[config.mk]
export PLATFORM = sky130hd
export DESIGN_NAME = nibble_serial_adder_seq_flat
export DESIGN_NICKNAME = d
export VERILOG_FILES = /design/src/rtl/nibble_serial_adder_seq_pkg.sv /design/src/rtl/nibble_serial_adder_seq_if.sv /design/src/rtl/nibble_serial_adder_seq_shift_reg.sv /design/src/rtl/nibble_serial_adder_seq.sv /design/src/flat_wrapper.sv
export SDC_FILE = /design/constraint.sdc
export NUM_CORES = 1
export LEC_CHECK = 0
export CAP_MARGIN = 20
export CORE_ASPECT_RATIO = 0.7
export CORE_MARGIN = 2
export CORE_UTILIZATION = 40
export CTS_CLUSTER_DIAMETER = 80
export DETAILED_ROUTE_END_ITERATION = 7
export PLACE_DENSITY = 0.75
export SLEW_MARGIN = 20
export SYNTH_ARGS = -nofsm -noshare
export SYNTH_HDL_FRONTEND = slang
export SYNTH_SLANG_ARGS = --single-unit
[constraint.sdc]
create_clock -name clk -period 2 [get_ports clk]
set_clock_uncertainty 0.1 [all_clocks]
set_input_delay 0.6 -clock clk [delete_from_list [all_inputs] [get_ports clk]]
set_output_delay 0.6 -clock clk [all_outputs]
set_load 0.02 [all_outputs]
[src/rtl/nibble_serial_adder_seq_pkg.sv]
// Shared constants and types for the nibble-serial add/subtract sequencer.
// Defines the FSM state encoding and the counter width helper.
package nibble_serial_pkg;

    localparam int NIBBLE_W = 4;

    typedef enum logic [1:0] {
        IDLE = 2'd0,
        RUN  = 2'd1,
        DONE = 2'd2
    } state_t;

    function automatic int count_w(input int n);
        return (n > 1) ? $clog2(n) : 1;
    endfunction

endpackage

[src/rtl/nibble_serial_adder_seq_if.sv]
// Operand request and result handshake bundle for the nibble-serial adder.
// The sequencer is the slave side; the requester/consumer is the master.
interface nibble_serial_adder_seq_if #(
    parameter int WIDTH = 16
);
    logic             in_valid;
    logic             in_ready;
    logic [WIDTH-1:0] in_a;
    logic [WIDTH-1:0] in_b;
    logic             in_cin;
    logic             in_sub;
    logic             out_valid;
    logic             out_ready;
    logic [WIDTH-1:0] out_sum;
    logic             out_cout;
    logic             out_ovf;

    modport master (
        output in_valid, in_a, in_b, in_cin, in_sub, out_ready,
        input  in_ready, out_valid, out_sum, out_cout, out_ovf
    );

    modport slave (
        input  in_valid, in_a, in_b, in_cin, in_sub, out_ready,
        output in_ready, out_valid, out_sum, out_cout, out_ovf
    );
endinterface

[src/rtl/nibble_serial_adder_seq_shift_reg.sv]
// Parallel-load register that shifts right by one nibble per step.
// Only the low nibble is exposed: it feeds the adder on each pass.
module nibble_shift_reg
    import nibble_serial_pkg::*;
#(
    parameter int WIDTH = 16
) (
    input  logic                clk,
    input  logic                rst,
    input  logic                load,
    input  logic                shift,
    input  logic [WIDTH-1:0]    din,
    output logic [NIBBLE_W-1:0] nib
);

    logic [WIDTH-1:0] q;

    always_ff @(posedge clk) begin
        if (rst) begin
            q <= '0;
        end else if (load) begin
            q <= din;
        end else if (shift) begin
            q <= q >> NIBBLE_W;
        end
    end

    assign nib = q[NIBBLE_W-1:0];

endmodule

[src/rtl/nibble_serial_adder_seq.sv]
// Drives an external 4-bit ripple adder one nibble per cycle to build a
// WIDTH-bit add/subtract result, with valid/ready on both sides.
module nibble_serial_adder_seq
    import nibble_serial_pkg::*;
#(
    parameter int WIDTH = 16
) (
    input  logic                clk,
    input  logic                rst,
    nibble_serial_adder_seq_if.slave io,
    output logic [NIBBLE_W-1:0] add_a,
    output logic [NIBBLE_W-1:0] add_b,
    output logic                add_ci,
    input  logic [NIBBLE_W-1:0] add_sum,
    input  logic                add_co
);

    localparam int NIBBLES = WIDTH / NIBBLE_W;
    localparam int CW      = count_w(NIBBLES);

    generate
        if ((WIDTH % NIBBLE_W) != 0 || WIDTH < NIBBLE_W) begin : g_bad_width
            $error("WIDTH must be a positive multiple of 4");
        end
    endgenerate

    state_t               state;
    logic [CW-1:0]        idx;
    logic                 carry;
    logic                 a_msb;
    logic                 b_msb;
    logic [WIDTH-1:0]     res;
    logic [WIDTH+3:0]     res_cat;
    logic [WIDTH-1:0]     res_next;
    logic [WIDTH-1:0]     b_eff;
    logic [NIBBLE_W-1:0]  a_nib;
    logic [NIBBLE_W-1:0]  b_nib;
    logic                 accept;
    logic                 run;
    logic                 last;
    logic                 out_valid_q;
    logic [WIDTH-1:0]     out_sum_q;
    logic                 out_cout_q;
    logic                 out_ovf_q;

    assign run      = (state == RUN);
    assign accept   = io.in_valid && (state == IDLE);
    assign b_eff    = io.in_sub ? ~io.in_b : io.in_b;
    assign last     = (idx == CW'(NIBBLES - 1));
    // Each pass drops its nibble in at the top; after NIBBLES passes
    // nibble 0 has migrated down to bits [3:0].
    assign res_cat  = {add_sum, res};
    assign res_next = res_cat[WIDTH+3:NIBBLE_W];

    nibble_shift_reg #(.WIDTH(WIDTH)) u_a_sr (
        .clk   (clk),
        .rst   (rst),
        .load  (accept),
        .shift (run),
        .din   (io.in_a),
        .nib   (a_nib)
    );

    nibble_shift_reg #(.WIDTH(WIDTH)) u_b_sr (
        .clk   (clk),
        .rst   (rst),
        .load  (accept),
        .shift (run),
        .din   (b_eff),
        .nib   (b_nib)
    );

    assign add_a  = run ? a_nib : '0;
    assign add_b  = run ? b_nib : '0;
    assign add_ci = run ? carry : 1'b0;

    always_ff @(posedge clk) begin
        if (rst) begin
            state       <= IDLE;
            idx         <= '0;
            carry       <= 1'b0;
            a_msb       <= 1'b0;
            b_msb       <= 1'b0;
            res         <= '0;
            out_valid_q <= 1'b0;
            out_sum_q   <= '0;
            out_cout_q  <= 1'b0;
            out_ovf_q   <= 1'b0;
        end else begin
            unique case (state)
                IDLE: begin
                    if (accept) begin
                        carry <= io.in_sub | io.in_cin;
                        a_msb <= io.in_a[WIDTH-1];
                        b_msb <= b_eff[WIDTH-1];
                        idx   <= '0;
                        res   <= '0;
                        state <= RUN;
                    end
                end
                RUN: begin
                    res   <= res_next;
                    carry <= add_co;
                    idx   <= idx + CW'(1);
                    if (last) begin
                        out_sum_q   <= res_next;
                        out_cout_q  <= add_co;
                        out_ovf_q   <= (a_msb == b_msb) &&
                                       (res_next[WIDTH-1] != a_msb);
                        out_valid_q <= 1'b1;
                        state       <= DONE;
                    end
                end
                DONE: begin
                    if (io.out_ready) begin
                        out_valid_q <= 1'b0;
                        state       <= IDLE;
                    end
                end
                default: state <= IDLE;
            endcase
        end
    end

    assign io.in_ready  = (state == IDLE);
    assign io.out_valid = out_valid_q;
    assign io.out_sum   = out_sum_q;
    assign io.out_cout  = out_cout_q;
    assign io.out_ovf   = out_ovf_q;

endmodule
[src/flat_wrapper.sv]
// flat-port wrapper written by rule: the top's interface ports become plain ports
module nibble_serial_adder_seq_flat import nibble_serial_pkg::*;
#(
    parameter int WIDTH = 16
)
  (clk, rst, add_a, add_b, add_ci, add_sum, add_co, io_in_valid, io_in_a, io_in_b, io_in_cin, io_in_sub, io_out_ready, io_in_ready, io_out_valid, io_out_sum, io_out_cout, io_out_ovf);
  nibble_serial_adder_seq_if #(.WIDTH(WIDTH)) io_i ();
  input  logic clk;
  input  logic rst;
  output logic [NIBBLE_W-1:0] add_a;
  output logic [NIBBLE_W-1:0] add_b;
  output logic add_ci;
  input  logic [NIBBLE_W-1:0] add_sum;
  input  logic add_co;
  input wire logic [$bits(io_i.in_valid)-1:0] io_in_valid;
  input wire logic [$bits(io_i.in_a)-1:0] io_in_a;
  input wire logic [$bits(io_i.in_b)-1:0] io_in_b;
  input wire logic [$bits(io_i.in_cin)-1:0] io_in_cin;
  input wire logic [$bits(io_i.in_sub)-1:0] io_in_sub;
  input wire logic [$bits(io_i.out_ready)-1:0] io_out_ready;
  output wire logic [$bits(io_i.in_ready)-1:0] io_in_ready;
  output wire logic [$bits(io_i.out_valid)-1:0] io_out_valid;
  output wire logic [$bits(io_i.out_sum)-1:0] io_out_sum;
  output wire logic [$bits(io_i.out_cout)-1:0] io_out_cout;
  output wire logic [$bits(io_i.out_ovf)-1:0] io_out_ovf;
  assign io_i.in_valid = io_in_valid;
  assign io_i.in_a = io_in_a;
  assign io_i.in_b = io_in_b;
  assign io_i.in_cin = io_in_cin;
  assign io_i.in_sub = io_in_sub;
  assign io_i.out_ready = io_out_ready;
  assign io_in_ready = io_i.in_ready;
  assign io_out_valid = io_i.out_valid;
  assign io_out_sum = io_i.out_sum;
  assign io_out_cout = io_i.out_cout;
  assign io_out_ovf = io_i.out_ovf;
  nibble_serial_adder_seq #(.WIDTH(WIDTH)) u_core (.clk(clk), .rst(rst), .io(io_i), .add_a(add_a), .add_b(add_b), .add_ci(add_ci), .add_sum(add_sum), .add_co(add_co));
endmodule
# Word level (Yosys, flattened, before mapping)
# Index checks and enable logic that the tools add are counted.
word_totals:
  ff_bits: 74
  input_bits: 43
  mem_count: 0
  out_inout_bits: 29
  rom_bits: 0
  wordCells: 55
  mem_bits_rw: 0
  latch_bits: 0
op_classes:
  n_mux: 21
  reduce_logical: 11
  addsub: 1
  bitwise: 2
  eq_ne: 8
  n_lt_le_gt_ge: 0
  mul: 0
  div: 0
  n_shift: 0
ops:
  columns: ["op", "n"]
  rows:
  - ["16-bit 2-to-1 mux", 6]
  - ["16-bit one-hot mux with 2 select lines", 1]
  - ["16-bit inverter", 1]
  - ["2-bit 2-to-1 mux", 4]
  - ["4-bit 2-to-1 mux", 2]
  - ["2-bit one-hot mux with 3 select lines", 1]
  - ["2-bit AND reduction", 3]
  - ["3-bit AND reduction", 2]
  - ["2-bit nonzero test", 3]
  - ["2-bit equality test, second input constant", 2]
  - ["1-bit 2-to-1 mux", 4]
  - ["2-bit != test, second input constant", 2]
  - ["1-bit one-hot mux with 2 select lines", 2]
  - ["2-bit one-hot mux with 2 select lines", 1]
  - ["2-bit by 1-bit adder with 2-bit output, second input constant", 1]
  - ["2-bit by 1-bit equality test with 1-bit output, second input constant", 1]
  - ["1-bit logical AND", 2]
  - ["2-bit zero test", 1]
  - ["2-bit by 1-bit != test with 1-bit output, second input constant", 1]
  - ["1-bit equality test", 1]
  - ["1-bit != test", 1]
  - ["1-bit bitwise OR", 1]

# Depth between registers and ports, before layout
depth:
  word_depth: 4
  depth_mapped: 6
  mapped_depth_nobuf: 4

# Cells and area by module
# A second synthesis with hierarchy kept.
hier_totals:
  hier_cells: 355
  hier_area_um2: 3260.6
by_module_without_submodules:
  columns: ["module", "cells_each", "area_per_inst_um2", "seq_area_each_um2", "instances"]
  rows:
  - ["nibble_serial_adder_seq", 203, 1651.6, 760.7, 1]
  - ["nibble_shift_reg", 76, 804.5, 320.3, 2]

# Worst setup path after synthesis
# Ideal clock, no wire load.
synth_timing:
  kind: "reg-to-output"
  startpoint: "register u_core.state[1]"
  endpoint: "output add_a[0]"
  path_buffers: 3
  stages_incl_launch_ff: 6
  required_time_ns: 1.300
  path_slack_ns: 0.170
  t_arrival_ns: 1.130
  path_cell_list: "dfxtp_1 buf_6 nor2b_1 buf_2 clkbuf_1 and2_1"
synth_between:
  elab_chain_cells: 2
synth_lines:
  columns: ["element", "line_no", "rtl"]
  rows:
  - ["start: declaration", "nibble_serial_adder_seq.sv:27", "state_t state;"]
  - ["start signal: assignment", "nibble_serial_adder_seq.sv:79", "state <= IDLE;"]
  - ["start signal: assignment", "nibble_serial_adder_seq.sv:98", "state <= RUN;"]
  - ["start signal: assignment", "nibble_serial_adder_seq.sv:111", "state <= DONE;"]
  - ["2-bit by 1-bit equality test with 1-bit output", "nibble_serial_adder_seq.sv:46", "assign run = (state == RUN);"]
  - ["4-bit 2-to-1 mux", "nibble_serial_adder_seq.sv:73", "assign add_a = run ? a_nib : '0;"]
  - ["end: declaration", "flat_wrapper.sv:10", "output logic [NIBBLE_W-1:0] add_a;"]
# Every way passes these cells.

# Worst setup path after layout
layout_timing:
  startpoint: "register u_core.state[0]"
  endpoint: "output add_ci"
layout_between:
  elab_chain_cells: 2
layout_lines:
  columns: ["element", "line_no", "rtl"]
  rows:
  - ["2-bit by 1-bit equality test with 1-bit output", "nibble_serial_adder_seq.sv:46", null]
  - ["1-bit 2-to-1 mux", "nibble_serial_adder_seq.sv:75", "assign add_ci = run ? carry : 1'b0;"]
  - ["end: declaration", "flat_wrapper.sv:12", "output logic add_ci;"]
# Every way passes these cells.

==> impl_metrics.csv <==
group,metric,value,unit
status,run_status,"completed",
yosys,yosys_warnings,0,
yosys,synth-seq-area-share,48.0,%
yosys,synth-async-reset-ratio,0,%
cells_and_area,num_antenna_cells,0,
grt,gr-usage-all-layers,18.0,%
sta,hold_viol_final,0,
floorplan,fp.dieH,75.4,um
cts,clock-sinks,70,
place,place_ws,-0.153,ns
grt,grt_overflow,0,
power_and_ir_drop,p_comb_share,12.8,%
cts,max-clock-path-buffers,2,
setup_path,critPathKind,"flip-flop to output port",
cells_and_area,design_area,4000,sq um
cells_and_area,synthToLayoutAreaGrowth,37.1,%
yosys,syn-cell-area,2920,sq um
power_and_ir_drop,p_leak,1.69,nW
sta,hold_ws,0.357,ns
floorplan,coreArea,7190,sq um
yosys,ys.flop_type,"dfxtp_1",
sta,drv_slew,0,
power_and_ir_drop,ir_worst_vdd,302,uV
min_path,whs_endpoint,"u_core.io.out_sum[3]",
power_and_ir_drop,p_sw,786,uW
power_and_ir_drop,power_density,801,nW/um^2
yosys,ys_types,36,
setup_path,r2r-end,"u_core.u_a_sr.q[5]",
floorplan,num_rows,26,
sta,tns,0,ns
min_path,min-delay-start,"u_core.io.out_sum[3]",
cts,htreeDepth,3,
sta,fmax,0.509,GHz
place,dpl_cell_area,3780,sq um
floorplan,initial_utilization,40.6,%
sta,worst_slack,0.0349,ns
place,port_buffers,71,
cells_and_area,drive_gt1_share,14.5,%
setup_path,rr_startpoint,"u_core.state[1]",
drt,drt_first_pass_iters,5,
yosys,ys_seq_elements,70,
setup_path,r2r_slack,0.30,ns
grt,grt_antenna_before_repair,0,
power_and_ir_drop,power_frac_seq,46.6,%
setup_path,ff2ff_path_depth,5,
yosys,syn_nets,385,
sta,fin_crit_sh,98.3,%
cts,cts_buffers,9,
floorplan,die_w,106,um
cells_and_area,final_nets,460,
min_path,hold_depth,2,
cells_and_area,fillCellCount,657,
power_and_ir_drop,p_clk_share,40.5,%
job,drv_cap,0,
drt,routedWlPerCell,13.6,um
sta,finalSetupViolations,0,
setup_path,crit_required,1.30,ns
cts,cts_root_buffer,"clkbuf_8",
drt,drc,0,
place,gp_congestion,0.885,
drt,drt_wl_total,7020,um
drt,vias,2643,
sta,timing.max_slew.rel_slack,56.4,%
drt,first_iter_violations,120,
grt,grt_pass1_vias,2406,
min_path,hp-class,"flip-flop to flip-flop",
setup_path,critPathMaxFanout,14,
yosys,synth.avg_cell_area,8.58,sq um
cts,ctsHoldBuffers,0,
floorplan,io_pins,72,
power_and_ir_drop,p_int,2.42,mW
cts,cts_tree,"done",
grt,grt_pass1_wl,11300,um
yosys,synth_edf_count,0,
cts,path_clk_slew,0.08,ns
power_and_ir_drop,sw_frac_of_total,24.5,%
cells_and_area,final_common_cell,"dfxtp_1",
cts,insertion_delay,0.35,ns
setup_path,end_kind,"output port",
cells_and_area,final_cell_mix,"dfxtp_1, nand2_1, a21oi_1, clkdlybuf4s50_1, nor2_1",
setup_path,worstSetupStartpointType,"flip-flop",
floorplan,die_area,8000,sq um
sta,tightest_slew,0.654,ns
sta,fin_crit,1.97,ns
drt,routed_via_density,5.10,
drt,drtAntennaViolNets,0,
setup_path,cp.arrival,1.27,ns
grt,grt_max_degree,35,
place,dp_hpwl,4850,um
yosys,postSynthCellCount,340,
critical path, cell delays in order (launching register included):
cell,delay [ns]
dfxtp_1,0.33
nor2b_4,0.18
buf_12,0.14
and2_1,0.12
buf_2,0.15
stage by stage:
step	std cells	util (%)	power (mW)
2_1_floorplan	340	-	1.75
3_3_place_gp	501	52.6	1.93
3_5_place_dp	501	52.6	1.93
4_1_cts	517	55.1	3.22
5_1_grt	518	55.6	3.33
6_report	518	55.6	3.20
cell usage after synthesis (2+ instances only):
master    number  area share [%]
nand3_1       17             2.9
nor2_1        34             4.4
a222oi_1       4             1.4
nand2_1       63             8.1
inv_1          2            0.26
and2_1         9             1.9
buf_6          3             1.2
a22oi_1        3            0.77
a221o_2        7             2.7
and3b_1        2            0.60
dfxtp_1       70              48
nor3_1         2            0.34
buf_2         11             1.9
xor2_1         8             2.4
ha_1           2            0.86
a211oi_1      14             3.6
a21oi_1       47             8.1
o22ai_1        4            0.86
clkbuf_1       6            0.77
nor2_2         2            0.43
nand2b_1       3            0.64
buf_4          6             1.5
xnor2_1        8             2.4
cells by family after synthesis:
kind of cell    synth area share, %
flops                          48.0
fa+ha+maj                     0.858
mux                           0.343
xor+xnor                       4.80
buf+inv                        5.75
simple gates                   21.5
compound gates                 18.7
state kept, by name, summed over array words and instances, names as in the netlist:
register / count
u_core.u_a_sr.q: 16
u_core.u_b_sr.q: 16
u_core.io.out_sum: 16
u_core.io.out_valid: 1
u_core.a_msb: 1
u_core.res: 12
u_core.idx: 2
u_core.b_msb: 1
u_core.io.out_ovf: 1
u_core.state: 2
u_core.carry: 1
u_core.io.out_cout: 1
per-layer routing:
layer	vias to the layer above	routed length (um)	track usage, %
met5	-	0	0
met4	0	77	5.56
met3	9	449	5.82
met2	91	3060	28.5
met1	1224	3430	23.9
li1	1319	-	-
power groups by stage:
stage / registers (mW) / clock network (mW) / logic (mW)
floorplan: 1.52 / 0 / 0.232
global placement: 1.52 / 0 / 0.405
detailed placement: 1.52 / 0 / 0.410
CTS: 1.49 / 1.32 / 0.406
global route: 1.50 / 1.38 / 0.450
finish: 1.49 / 1.30 / 0.411
final cells by class:
type	count	area, sq um	share of cell area [%]
repair buffers	91	880	22.0
well taps	98	123	3.07
clock buffers	10	138	3.44
inverters	2	7.51	0.188
flip-flops and latches	70	1400	35.1
clock inverters	6	93.8	2.35
multi-input cells	241	1360	33.9
repair_timing:
item | CTS | global route
cloned | 0 | 0
endpoints found under the setup margin | 21 | 18
pin swaps | 0 | 0
setup buffers | 0 | 1
resized for setup | 51 | 16
how the worst max path moves through the flow:
stage,startpoint,slack [ns],endpoint,cells after the start
4_1_cts,u_core.io.out_cout,0.00009,io_out_cout,1
3_3_place_gp,io_in_valid,-0.11,u_core.u_b_sr.q[9],4
6_report,u_core.state[0],0.03,add_ci,4
3_5_place_dp,io_in_valid,-0.15,u_core.u_b_sr.q[11],4
5_1_grt,u_core.state[0],-0.009,add_ci,4
2_1_floorplan,u_core.state[1],0.17,add_a[0],5
(Power assumes the default switching activity.)
